$ cat config.mk
export PLATFORM = sky130hd
export DESIGN_NAME = fifo_wr_ctrl
export DESIGN_NICKNAME = d
export VERILOG_FILES = /design/src/rtl/fifo_wr_ctrl.sv
export SDC_FILE = /design/constraint.sdc
export NUM_CORES = 1
export LEC_CHECK = 0
export ABC_AREA = 1
export BUFFER_PORTS_ARGS = -buffer_cell sky130_fd_sc_hd__buf_2
export CAP_MARGIN = 20
export CORE_AREA = 5 5 48 50
export CTS_CLUSTER_DIAMETER = 80
export DETAILED_ROUTE_END_ITERATION = 8
export DIE_AREA = 0 0 53 55
export PLACE_DENSITY = 0.8
export SLEW_MARGIN = 20
export SYNTH_ARGS = -nofsm -noshare
export SYNTH_HDL_FRONTEND = slang
export SYNTH_SLANG_ARGS = --single-unit
$ cat constraint.sdc
create_clock -name W_CLK -period 4.4 [get_ports W_CLK]
set_input_delay 0.44 -clock W_CLK [delete_from_list [all_inputs] [get_ports W_CLK]]
set_output_delay 0.44 -clock W_CLK [all_outputs]
set_load 0.02 [all_outputs]
$ cat src/rtl/fifo_wr_ctrl.sv
// Write-side controller of the dual-clock FIFO: write pointers, read-pointer
// synchronizer and registered full / almost-full / level / overflow status.
module fifo_wr_ctrl #(
  parameter int ADDR_WIDTH  = 3,
  parameter int SYNC_STAGES = 2,
  parameter int AFULL_LEVEL = 6
) (
  input  logic                  W_CLK,
  input  logic                  W_RST_n,
  input  logic                  W_INC,
  input  logic                  W_OVF_CLR,
  input  logic [ADDR_WIDTH:0]   R_GPTR,
  output logic                  W_CLK_EN,
  output logic [ADDR_WIDTH-1:0] W_ADDR,
  output logic [ADDR_WIDTH:0]   W_GPTR,
  output logic                  W_FULL,
  output logic                  W_AFULL,
  output logic [ADDR_WIDTH:0]   W_LEVEL,
  output logic                  W_OVF
);

  localparam int PW = ADDR_WIDTH + 1;
  // Inverting the two MSBs of the read Gray pointer yields the Gray value the
  // write pointer holds exactly one full lap ahead of the reader.
  localparam logic [PW-1:0] FULL_MASK = PW'(3) << (PW - 2);

  function automatic logic [PW-1:0] bin2gray(input logic [PW-1:0] b);
    return b ^ (b >> 1);
  endfunction

  function automatic logic [PW-1:0] gray2bin(input logic [PW-1:0] g);
    logic [PW-1:0] b;
    b = g;
    for (int i = PW - 2; i >= 0; i--) b[i] = b[i+1] ^ g[i];
    return b;
  endfunction

  logic [PW-1:0] wbin;
  logic [PW-1:0] wbin_next;
  logic [PW-1:0] wgray_next;
  logic [PW-1:0] level_next;
  logic [PW-1:0] rq_sync;
  logic [PW-1:0] sync_p [SYNC_STAGES];
  logic          accept;
  logic          full_next;
  logic          afull_next;

  assign accept   = W_INC & ~W_FULL;
  assign W_CLK_EN = accept;
  assign W_ADDR   = wbin[ADDR_WIDTH-1:0];
  assign rq_sync  = sync_p[SYNC_STAGES-1];

  // Next-pointer and status computation against the synchronized read pointer
  always_comb begin
    wbin_next  = wbin + PW'(accept);
    wgray_next = bin2gray(wbin_next);
    full_next  = (wgray_next == (rq_sync ^ FULL_MASK));
    level_next = wbin_next - gray2bin(rq_sync);
    afull_next = (level_next >= PW'(AFULL_LEVEL));
  end

  // Read-pointer synchronizer chain into W_CLK
  always_ff @(posedge W_CLK or negedge W_RST_n) begin
    if (!W_RST_n) begin
      for (int i = 0; i < SYNC_STAGES; i++) sync_p[i] <= '0;
    end else begin
      sync_p[0] <= R_GPTR;
      for (int i = 1; i < SYNC_STAGES; i++) sync_p[i] <= sync_p[i-1];
    end
  end

  // Pointer and status registers
  always_ff @(posedge W_CLK or negedge W_RST_n) begin
    if (!W_RST_n) begin
      wbin    <= '0;
      W_GPTR  <= '0;
      W_FULL  <= 1'b0;
      W_AFULL <= 1'b0;
      W_LEVEL <= '0;
      W_OVF   <= 1'b0;
    end else begin
      wbin    <= wbin_next;
      W_GPTR  <= wgray_next;
      W_FULL  <= full_next;
      W_AFULL <= afull_next;
      W_LEVEL <= level_next;
      // A rejected write in the same cycle as a clear keeps the flag set
      W_OVF   <= (W_INC & W_FULL) | (W_OVF & ~W_OVF_CLR);
    end
  end

endmodule

# Word level (Yosys, flattened, before mapping)
# Cells that the tools add are included.
# op_classes
n_reduce_logical	0
n_eq_ne	1
bitwise_logic	11
muxes	0
div	0
multipliers	0
n_addsub	2
shift	0
magnitude_cmp	1
# ops
cell	count
adder 4 x 1 -> 4 bit	1
equality test 4 bit	1
greater-or-equal comparator 4 x 3 -> 1 bit, second input constant	1
subtractor 4 bit	1
XOR 4 x 3 -> 4 bit	1
AND 1 bit	3
XOR 1 bit	3
inverter 1 bit	2
inverter 2 bit	1
bitwise OR 1 bit	1
# word_totals
ram_bits	0
input_bits	8
memories	0
latch_bits	0
mem_bits_ro	0
regBits	23

# Depth between registers and ports, before layout
# Gate-level depths: netlist (run 1).
# depth
depth_word	5
mapped_depth	12
mapped_depth_nobuf	12

# Worst setup path before layout (run 1)
# OpenSTA, ideal clock, no wires.
# synth_timing
path_type	register to register
startpoint	register W_FULL
endpoint	register W_AFULL
path_slack_ns	2.145
path_stages_with_launch	12
t_required_ns	4.275
t_arrival_ns	2.130
cell_sequence	dfrtp_1 > nor2_1 > ha_1 > ha_1 > inv_1 > nand2_1 > nand2_1 > ha_1 > a21oi_1 > inv_1 > nand2_1 > nand3_1
# synth_via
elab_chain_cells	5
# synth_rtl
item	line	text
start: declaration	16	output logic W_FULL,
start signal: assignment	84	W_FULL <= full_next;
inverter 1 bit	48	assign accept = W_INC & ~W_FULL;
AND 1 bit	48	
via W_CLK_EN	13	output logic W_CLK_EN,
adder 4 x 1 -> 4 bit	55	wbin_next = wbin + PW'(accept);
via wbin_next[2]	39	logic [PW-1:0] wbin_next;
subtractor 4 bit	58	level_next = wbin_next - gray2bin(rq_sync);
greater-or-equal comparator 4 x 3 -> 1 bit	59	afull_next = (level_next >= PW'(AFULL_LEVEL));
via afull_next	46	logic afull_next;
end signal: assignment	85	W_AFULL <= afull_next;
end: declaration	17	output logic W_AFULL,
# The timed path passes the listed nets, and every way through them passes these cells.

# Final worst setup path (run 1)
# layout_timing
startpoint	register W_FULL
endpoint	register W_AFULL
# layout_via
elab_chain_cells	5
# layout_rtl
item	line
inverter 1 bit	48
AND 1 bit	48
adder 4 x 1 -> 4 bit	55
via wbin_next[2]	39
subtractor 4 bit	58
greater-or-equal comparator 4 x 3 -> 1 bit	59
via afull_next	46
# The timed path passes the listed nets, and every way through them passes these cells.

==> reports/qor.txt, run 1 <==
TritonCTS clock tree: yes
Clock Tree Buf Depth: 2
First-iteration detailed-routing DRC count: 20
Ports: 23
Worst IR Drop VDD: 370 uV
Status: completed
Post-Route Setup TNS: 0 ns
Post-CTS Setup Inserts: 0
Worst slew pin tran: 0.475 ns
DR WL/cell: 10.5 um
Reg-to-reg startpoint: W_FULL
Vias in the first global route: 657
# DRC: 0
Fin crit share: 0.470
Global route total overflow: 0
R2R depth: 11
Syn Inst Count: 93
Drt pass-1 iters: 4
Worst hold path type: in2async
DP Area: 1090 um2
Critical Path Start Type: flip-flop
P per Cell Area: 784 nW/um2
Clk_lat worst skew: 0.29 ns
Crit path capture type: flip-flop
Placement row count: 16
Hold_buf cts: 0
Skew final: 0.00147 ns
Synth Net Count: 107
Routed WL: 1.53 mm
Chip width: 53 um
Starting Density: 0.508
Slew HR: 0.683
Dpl hpwl: 1.25 mm
R2R setup slack: 2.33 ns
Syn. warnings: 0
# Max-Cap Violations: 0
RSZ-0062 raised after global routing: no
Layout cells sized above 1: 0.237
Clock root buffer: clkbuf_4
Core area: 1860 um2
Post-Place Cells: 142
CTS Buf Count: 3
Post-route design area: 1110 um2
CTS resizes: 0
Clk sink count: 22
Final hold vios: 0
Yosys cell types: 16
Antenna violations before repair: 0
Routability-driven placement congestion ratio: 0.857
Fin cells: 145
Sequential share of the synthesized area: 0.582
FF-to-FF End: W_AFULL
Critical path class: reg2reg
Syn avg cell area: 10.2 um2
Reg clk slew, reported paths: 0.11 ns
Leak: 0.625 nW
Power Total: 0.000872 W
Total Nets Final: 134
Post-Syn Area: 946 um2
CP startpoint: W_FULL
Total track usage: 0.127
Global-route wire length before repair: 2.61 mm
FMAX: 0.483 GHz
Crit path DAT: 2.25 ns
Via count: 685
Endpoints failing setup: 0
Die height: 55 um
Max H-tree Level: 1
Slew Limit Fails: 0
Antenna Cells: 0
Area Growth Syn to Fin: 17.6%
Antenna viol nets, final: 0
Final Util: 0.597
IO buf count: 22
Die ar.: 2920 um2
Required time of the critical path: 4.59 ns
CP Max Fanout: 4
FF+latch count, synth: 22
Largest net degree at the start of global routing: 23
Vias/cell: 4.72
Post-layout min period: 2.07 ns
==> flip-flops by register name (all words and copies together), names as in the netlist <==
signal	flops
W_AFULL	1
W_FULL	1
W_GPTR	4
W_LEVEL	4
W_OVF	1
rq_sync	4
sync_p	4
wbin	3
==> cell usage in the layout (no fill, tap or decap), types with 2 or more instances in the layout <==
cell,count
xor2_1,2
nand2_1,23
ha_1,5
inv_1,16
nand3_1,14
dfrtp_1,22
clkbuf_4,3
buf_2,22
nor2_1,2
==> logic make-up (layout without fill, tap and decap cells) <==
family | after synthesis | in the layout | share of synthesized area
AND/OR/NAND/NOR | 41 | 41 | 0.187
XOR/XNOR | 5 | 5 | 0.0622
buffers and inverters | 16 | 41 | 0.0635
flip-flops | 22 | 22 | 0.582
AO/OA/AOI/OAI | 3 | 3 | 0.0185
adder cells (fa/ha/maj) | 6 | 6 | 0.0873
==> cell type report <==
cell class / count / area, um2
inverter: 16 / 60.1
sequential: 22 / 551
timing repair buffer: 22 / 110
fill: 169 / 749
tap: 27 / 33.8
clock buffer: 3 / 22.5
multi-input combinational: 55 / 335
==> how the worst max path moves through the flow <==
stage | end | slack (ns)
2_1_floorplan | W_AFULL | 2.14
3_3_place_gp | W_AFULL | 2.23
3_5_place_dp | W_AFULL | 2.17
4_1_cts | W_AFULL | 2.31
5_1_grt | W_AFULL | 2.15
6_report | W_AFULL | 2.33
==> metrics by stage <==
stage / hold slack, ns / setup WS (ns)
after floorplan: 0.144 / 2.14
after global placement: 0.333 / 2.23
after detailed placement: 0.336 / 2.17
after CTS: 0.0892 / 2.31
after global routing: 0.0992 / 2.15
final: 0.0885 / 2.33
==> worst max-delay path, stage by stage, from the launching register on <==
cell and delay, ns:
dfrtp_1 0.40, nor2_1 0.14, ha_1 0.21, ha_1 0.20, inv_1 0.06, nand2_1 0.08, nand2_1 0.12, ha_1 0.34
a21oi_1 0.19, inv_1 0.06, nand2_1 0.09, nand3_1 0.07
==> synth_stat cells <==
library cell	instances	share of area
fa_1	1	0.021
o21bai_1	1	0.0079
dfrtp_1	22	0.58
nor2_1	2	0.0079
xnor2_1	1	0.0093
nand2_1	23	0.091
nand4_1	1	0.0066
nand2_2	1	0.0066
a21oi_1	1	0.0053
xor2_2	1	0.017
nand3_1	14	0.074
o21ai_0	1	0.0053
inv_1	16	0.063
xnor2_2	1	0.017
ha_1	5	0.066
xor2_1	2	0.019
==> per-layer routing <==
layer | track usage | wire [um]
met5 | 0 | 0
met4 | 0.0936 | 44
met3 | 0.0322 | 97
met2 | 0.215 | 743
met1 | 0.140 | 643
==> report_power, final <==
group	internal [W]	switching, W
combinational	0.000170	0.000314
clock	0.0000318	0.0000523
sequential	0.000274	0.0000298
total	0.000476	0.000396
Note: power is estimated with default switching activity, not from simulation.
==> inputs of run 2 (changes only) <==
Settings changed: ABC_AREA 1 to 0, CORE_AREA 5 5 48 50 to 5 5 51 53, DIE_AREA 0 0 53 55 to 0 0 56 58, PLACE_DENSITY 0.8 to 0.71.
Clock period 4.4 ns to 1.85 ns, I/O delays scaled along.
==> run 2 against run 1 <==
Net effect: the run now ends with negative setup slack left; non-clock buffer count up 16; via count shrank 15%; clock skew hardly changed; cell area up 15%; first-iteration DRC count decreased by 85%; hold slack worse by 0.044 ns; routed wire length decreased by 8.0%; area after synthesis fell by 7.0%; register-to-register slack got worse by 2.4 ns; flip-flop and latch count is the same; setup slack got worse by 2.4 ns; synthesized cell count down 34%.
==> reports/qor.txt, run 2 <==
RSZ-0062 raised after global routing: yes (was no)
P per Cell Area: 1990 nW/um2 (was 784 nW/um2)
Antenna viol nets, final: 0 (unchanged)
Most frequent cell after synthesis: dfrtp_1 (was nand2_1)
Failing checks: negative setup slack
Yosys cell types: 17 (was 16)
Area Growth Syn to Fin: 45.9% (was 17.6%)
Leak: 0.622 nW (was 0.625 nW)
CP startpoint: W_FULL (unchanged)
Vias in the first global route: 597 (was 657)
Clock root buffer: clkbuf_4 (unchanged)
Vias/cell: 4.44 (was 4.72)
FF-to-FF End: W_AFULL (unchanged)
Clk_lat worst skew: 0.30 ns (was 0.29 ns)
# DRC: 0 (unchanged)
Post-route design area: 1280 um2 (was 1110 um2)
Total track usage: 0.102 (was 0.127)
Min setup slack post-route: -0.0909 ns (was 2.33 ns)
Global-route wire length before repair: 2.50 mm (was 2.61 mm)
Crit path to: W_AFULL (unchanged)
Die height: 58 um (was 55 um)
FF+latch count, synth: 22 (unchanged)
Post-Place Cells: 121 (was 142)
Slew Limit Fails: 0 (unchanged)
Routability-driven placement congestion ratio: 0.724 (was 0.857)
Ports: 23 (unchanged)
# Max-Cap Violations: 0 (unchanged)
Skew final: 0.00192 ns (was 0.00147 ns)
Crit path DAT: 2.15 ns (was 2.25 ns)
Clock Tree Buf Depth: 2 (unchanged)
Fin cells: 131 (was 145)
Synth area leaders: dfrtp_1 (63%), ha_1 (7.1%), xnor2_1 (5.0%), xor2_1 (5.0%), xor2_2 (3.7%) (was dfrtp_1 (58%), nand2_1 (9.1%), nand3_1 (7.4%), ha_1 (6.6%), inv_1 (6.3%))
Required time of the critical path: 2.06 ns (was 4.59 ns)
Die ar.: 3250 um2 (was 2920 um2)
Antenna violations before repair: 0 (unchanged)
Most frequent cells in the layout: buf_2 (22), dfrtp_1 (21), buf_4 (11), inv_1 (7), dlygate4sd3_1 (5) (was nand2_1 (23), dfrtp_1 (22), buf_2 (22), inv_1 (16), nand3_1 (14))
Sequential share of the synthesized area: 0.626 (was 0.582)
Commonest cells in the netlist: dfrtp_1 (22), inv_1 (7), ha_1 (5), xnor2_1 (5), xor2_1 (5) (was nand2_1 (23), dfrtp_1 (22), inv_1 (16), nand3_1 (14), ha_1 (5))
FILL cells: 159 (was 169)
Dpl hpwl: 1.05 mm (was 1.25 mm)
Worst hold path type: in2reg (was in2async)
Slew HR: 0.690 (was 0.683)
Layout cells sized above 1: 0.505 (was 0.237)
Synth Net Count: 75 (was 107)
Starting Density: 0.418 (was 0.508)
Antenna Cells: 0 (unchanged)
Clk sink count: 22 (unchanged)
Leading cell type in the layout, fill and taps excluded: buf_2 (was nand2_1)
Worst IR Drop VDD: 932 uV (was 370 uV)
Synth Flop Type: dfrtp_1 (unchanged)
Reg-to-reg startpoint: W_FULL (unchanged)
Post-synth top area share: 0.626 (was 0.582)
Post-Syn Area: 880 um2 (was 946 um2)
DP Area: 1160 um2 (was 1090 um2)
R2R depth: 9 (was 11)
Fin crit share: 1.05 (was 0.470)
Reg area: 552 um2 (was 551 um2)
Total Nets Final: 118 (was 134)
Final Util: 0.610 (was 0.597)
Reg clk slew, reported paths: 0.11 ns (about the same)
Cell taking the most area after synthesis: dfrtp_1 (unchanged)
WHS: 0.0450 ns (was 0.0885 ns)
Placement row count: 17 (was 16)
Worst slew pin tran: 0.465 ns (was 0.475 ns)
Post-layout min period: 1.94 ns (was 2.07 ns)
Endpoints failing setup: 3 (was 0)
Number of synthesized flops with an enable pin: 0 (unchanged)
Critical Path Start Type: flip-flop (unchanged)
Syn avg cell area: 14.4 um2 (was 10.2 um2)
Multi-input logic area: 392 um2 (was 335 um2)
Drt pass-1 iters: 4 (unchanged)
IO buf count: 22 (unchanged)
Syn. warnings: 0 (unchanged)
DR WL/cell: 10.7 um (was 10.5 um)
Max H-tree Level: 1 (unchanged)
Core area: 2110 um2 (was 1860 um2)
Global route total overflow: 0 (unchanged)
FMAX: 0.515 GHz (was 0.483 GHz)
Via count: 581 (was 685)
Syn Inst Count: 61 (was 93)
TritonCTS clock tree: yes (unchanged)
CTS Buf Count: 3 (unchanged)
Synth async-reset ratio: 1.00 (unchanged)
Final hold vios: 0 (unchanged)
Largest net degree at the start of global routing: 23 (unchanged)
Routed WL: 1.41 mm (was 1.53 mm)
Chip width: 56 um (was 53 um)
Critical path class: reg2reg (unchanged)
First-iteration detailed-routing DRC count: 3 (was 20)
Status: complete, but fails checks (was completed)
CP Max Fanout: 3 (was 4)
R2R setup slack: -0.09 ns (was 2.33 ns)
Crit path capture type: flip-flop (unchanged)
run 2: cell types whose count changed after synthesis, moves of 3 or more:
cell | previous run | this run
xnor2_1 | 1 | 5
xor2_1 | 2 | 5
nand2_1 | 23 | 2
inv_1 | 16 | 7
nand3_1 | 14 | 2
run 2: routing by layer:
layer  vias to the layer above  wire, um  GRT usage
met5                         -         0          0
met2                        22       683      0.165
met1                       276       550      0.112
met4                         0        33     0.0712
met3                         4       140     0.0379
li1                        279         -          -
run 2: metrics by stage:
step	setup TNS (ns)	setup WS (ns)	power, W
after floorplan	-0.614	-0.264	0.00175
after global placement	-0.0781	-0.0623	0.00216
after detailed placement	-0.197	-0.142	0.00220
after CTS	-0.214	-0.133	0.00249
after global routing	-0.532	-0.193	0.00276
final	-0.237	-0.0909	0.00256
run 2: final cells by class:
class	instances	share of cell area
repair buffers	38	0.189
well taps	28	0.0273
flip-flops and latches	22	0.430
clock buffers	4	0.0283
inverters	7	0.0205
multi-input cells	32	0.305
run 2: power by group:
group / internal [W] / switching [W]
Combinational: 0.000763 / 0.000775
Clock: 0.000120 / 0.000135
Sequential: 0.000668 / 0.0000953
Total: 0.00155 / 0.00101
run 2: repair_timing:
action	4_1_cts	5_1_grt
pin swaps	1	1
gates cloned	0	0
resized for setup	2	4
buffers inserted	0	1
hold endpoints to repair	26	0
setup endpoints to repair	3	5
hold buffers	5	0
run 2: cells by family (layout without fill, tap and decap cells):
family,after synthesis,in the layout,synth area share
buf+inv,7,49,0.0299
flops,22,22,0.626
compound gates,5,5,0.0341
fa+ha+maj,6,6,0.0939
xor+xnor,13,13,0.164
simple gates,8,8,0.0526
run 2: worst max-delay path, cell delays in order, from the launching register on:
cell	delay, ns
dfrtp_2	0.40
nor2b_4	0.05
ha_4	0.16
ha_4	0.17
xor2_4	0.19
ha_4	0.30
nand2_2	0.06
o21ai_2	0.11
xor3_1	0.25
a21o_1	0.16
run 2: worst min-delay path by stage:
stage	start	to	slack, ns	cells past startpoint
after floorplan	W_RST_n	W_AFULL	-0.11	0
after global placement	W_RST_n	W_OVF	0.16	1
after detailed placement	W_RST_n	W_OVF	0.17	1
final	W_OVF_CLR	W_OVF	0.05	2
after CTS	W_OVF_CLR	W_OVF	0.03	2
after global routing	W_OVF_CLR	W_OVF	0.02	2
==> inputs of run 3 (changes only) <==
Settings changed: BUFFER_PORTS_ARGS -buffer_cell sky130_fd_sc_hd__buf_2 to -buffer_cell sky130_fd_sc_hd__buf_4.
==> run 3 against run 2 <==
Net effect: the run still ends with negative setup slack left; die area did not move; sequential power up 2%; non-clock buffer count grew 4; clock power shrank 15%; largest cell class unchanged.
==> reports/qor.txt, run 3 (same netlist as run 2, synthesis figures left out) <==
Vias/cell: 4.50 (was 4.44)
Met1 GRT Util: 0.106 (was 0.112)
Routability-driven placement congestion ratio: 0.754 (was 0.724)
IO buf count: 22 (unchanged)
Dpl hpwl: 1.13 mm (was 1.05 mm)
Clock Tree Buf Depth: 2 (unchanged)
TritonCTS clock tree: yes (unchanged)
Hold_sp: W_OVF_CLR (unchanged)
Total track usage: 0.114 (was 0.102)
Antenna viol nets, final: 0 (unchanged)
Setup slack at placement: -0.166 ns (was -0.142 ns)
Global route total overflow: 0 (unchanged)
Max H-tree Level: 1 (unchanged)
Crit path capture type: flip-flop (unchanged)
P per Cell Area: 1980 nW/um2 (was 1990 nW/um2)
Core area: 2110 um2 (unchanged)
Crit path top cell by count: ha_4 (unchanged)
Most frequent cells in the layout: buf_4 (36), dfrtp_1 (21), inv_1 (6), dlygate4sd3_1 (5), xnor2_1 (4) (was buf_2 (22), dfrtp_1 (21), buf_4 (11), inv_1 (7), dlygate4sd3_1 (5))
Met2 Use GR: 0.214 (was 0.165)
Reg-to-reg startpoint: wbin[0] (was W_FULL)
Vias in the first global route: 639 (was 597)
Required time of the critical path: 2.06 ns (about the same)
Clock root buffer: clkbuf_4 (unchanged)
Die ar.: 3250 um2 (unchanged)
P_int: 0.00168 W (was 0.00155 W)
Power share of the combinational group: 0.635 (was 0.602)
Die height: 58 um (unchanged)
Critical path class: reg2reg (unchanged)
Delay of the slowest critical-path stage: 0.43 ns (was 0.40 ns)
Slew HR: 0.821 (was 0.690)
FMAX: 0.505 GHz (was 0.515 GHz)
DR WL/cell: 11.4 um (was 10.7 um)
Sequential Power Share: 0.285 (was 0.298)
Grt met3 use: 0.0312 (was 0.0379)
Placement row count: 17 (unchanged)
CP Cell Sequence: ha_4 -> ha_4 -> xor2_4 -> ha_4 -> nand2_2 -> o21ai_2 -> xor3_1 -> a21o_1 (was nor2b_4 -> ha_4 -> ha_4 -> xor2_4 -> ha_4 -> nand2_2 -> o21ai_2 -> xor3_1 -> a21o_1)
CP startpoint: wbin[0] (was W_FULL)
Largest delay share family, worst path: adder cells (unchanged)
Post-layout min period: 1.98 ns (was 1.94 ns)
Antenna Cells: 0 (unchanged)
Routed WL: 1.54 mm (was 1.41 mm)
Chip width: 56 um (unchanged)
Endpoints failing setup: 3 (unchanged)
CP Max Fanout: 3 (unchanged)
Failing checks: negative setup slack (unchanged)
Grt peak-use layer: met2 (unchanged)
Leak: 0.656 nW (was 0.622 nW)
# DRC: 0 (unchanged)
Multi-input logic area: 402 um2 (was 392 um2)
Final hold vios: 0 (unchanged)
Psw: 0.00105 W (was 0.00101 W)
Reg area: 552 um2 (unchanged)
Starting Density: 0.418 (unchanged)
Status: complete, but fails checks (unchanged)
Min setup slack post-route: -0.131 ns (was -0.0909 ns)
Sw Ratio: 0.385 (was 0.393)
Via count: 608 (was 581)
Worst IR Drop VDD: 958 uV (was 932 uV)
Crit path DAT: 2.19 ns (was 2.15 ns)
Drt pass-1 iters: 4 (unchanged)
Global-route wire length before repair: 2.77 mm (was 2.50 mm)
Clk_lat worst skew: 0.30 ns (about the same)
Slowest CP cell: dfrtp_1 (was dfrtp_2)
Worst slew pin tran: 0.269 ns (was 0.465 ns)
Leading cell type in the layout, fill and taps excluded: buf_4 (was buf_2)
Clk sink count: 22 (unchanged)
Power Total: 0.00272 W (was 0.00256 W)
Crit path buffers/inverters: 0 (unchanged)
Worst hold path type: in2reg (unchanged)
RSZ-0062 raised after global routing: yes (unchanged)
Slew Limit Fails: 0 (unchanged)
Largest net degree at the start of global routing: 23 (unchanged)
Layout cells sized above 1: 0.523 (was 0.505)
Skew final: 0.00343 ns (was 0.00192 ns)
# Max-Cap Violations: 0 (unchanged)
Total Nets Final: 122 (was 118)
Fin crit share: 1.07 (was 1.05)
First-iteration detailed-routing DRC count: 4 (was 3)
Antenna violations before repair: 0 (unchanged)
Clock power share: 0.080 (was 0.100)
Reg clk slew, reported paths: 0.11 ns (about the same)
Ports: 23 (unchanged)
FILL cells: 156 (was 159)
Area Growth Syn to Fin: 56.0% (was 45.9%)
Critical Path Start Type: flip-flop (unchanged)
CTS Buf Count: 3 (unchanged)
-- run 3: power by group through the flow --
| stage | sequential, W | clock [W] | combinational (W) |
|---|---|---|---|
| after floorplan | 0.000983 | 0 | 0.000766 |
| after global placement | 0.000779 | 0 | 0.00149 |
| after detailed placement | 0.000786 | 0 | 0.00154 |
| after CTS | 0.000777 | 0.000233 | 0.00161 |
| after global routing | 0.000798 | 0.000251 | 0.00191 |
| final | 0.000776 | 0.000217 | 0.00173 |
-- run 3: per-layer routing --
| metal | share of wire | vias up |
|---|---|---|
| li1 | - | 285 |
| met1 | 0.33 | 294 |
| met2 | 0.55 | 24 |
| met3 | 0.086 | 5 |
| met4 | 0.034 | 0 |
| met5 | 0 | - |
-- run 3: path summary, 6_finish.rpt --
path	slack (ns)	end	cells after the start
min in group asynchronous	0.28	wbin[0]	2
max reg2reg	-0.13	W_AFULL	8
min reg2reg	0.36	rq_sync[3]	0
min	0.05	W_OVF	2
max in group asynchronous	1.34	W_FULL	2
max	-0.13	W_AFULL	8
-- run 3: stage by stage --
stage	instance area, um2	utilization	TNS, ns	hold WS [ns]	cells
2_1_floorplan	941	-	-0.614	-0.111	61
3_3_place_gp	1220	0.581	-0.180	0.0846	122
3_5_place_dp	1220	0.581	-0.215	0.0907	122
4_1_cts	1320	0.624	-0.384	0.0392	132
5_1_grt	1370	0.652	-0.595	0.0532	135
6_report	1370	0.652	-0.251	0.0524	135
-- run 3: repair_timing --
| item | 4_1_cts | 5_1_grt |
|---|---|---|
| buffers inserted | 1 | 3 |
| setup endpoints to repair | 5 | 5 |
| pin swaps | 0 | 1 |
| resized for setup | 1 | 8 |
| endpoints found under the hold margin | 26 | 0 |
| hold buffers | 5 | 0 |
-- run 3: layout make-up --
type / count / share of cell area
clock buffer: 4 / 0.0191
sequential: 22 / 0.402
multi-input combinational: 32 / 0.293
timing repair buffer: 42 / 0.242
tap: 28 / 0.0255
inverter: 7 / 0.0191
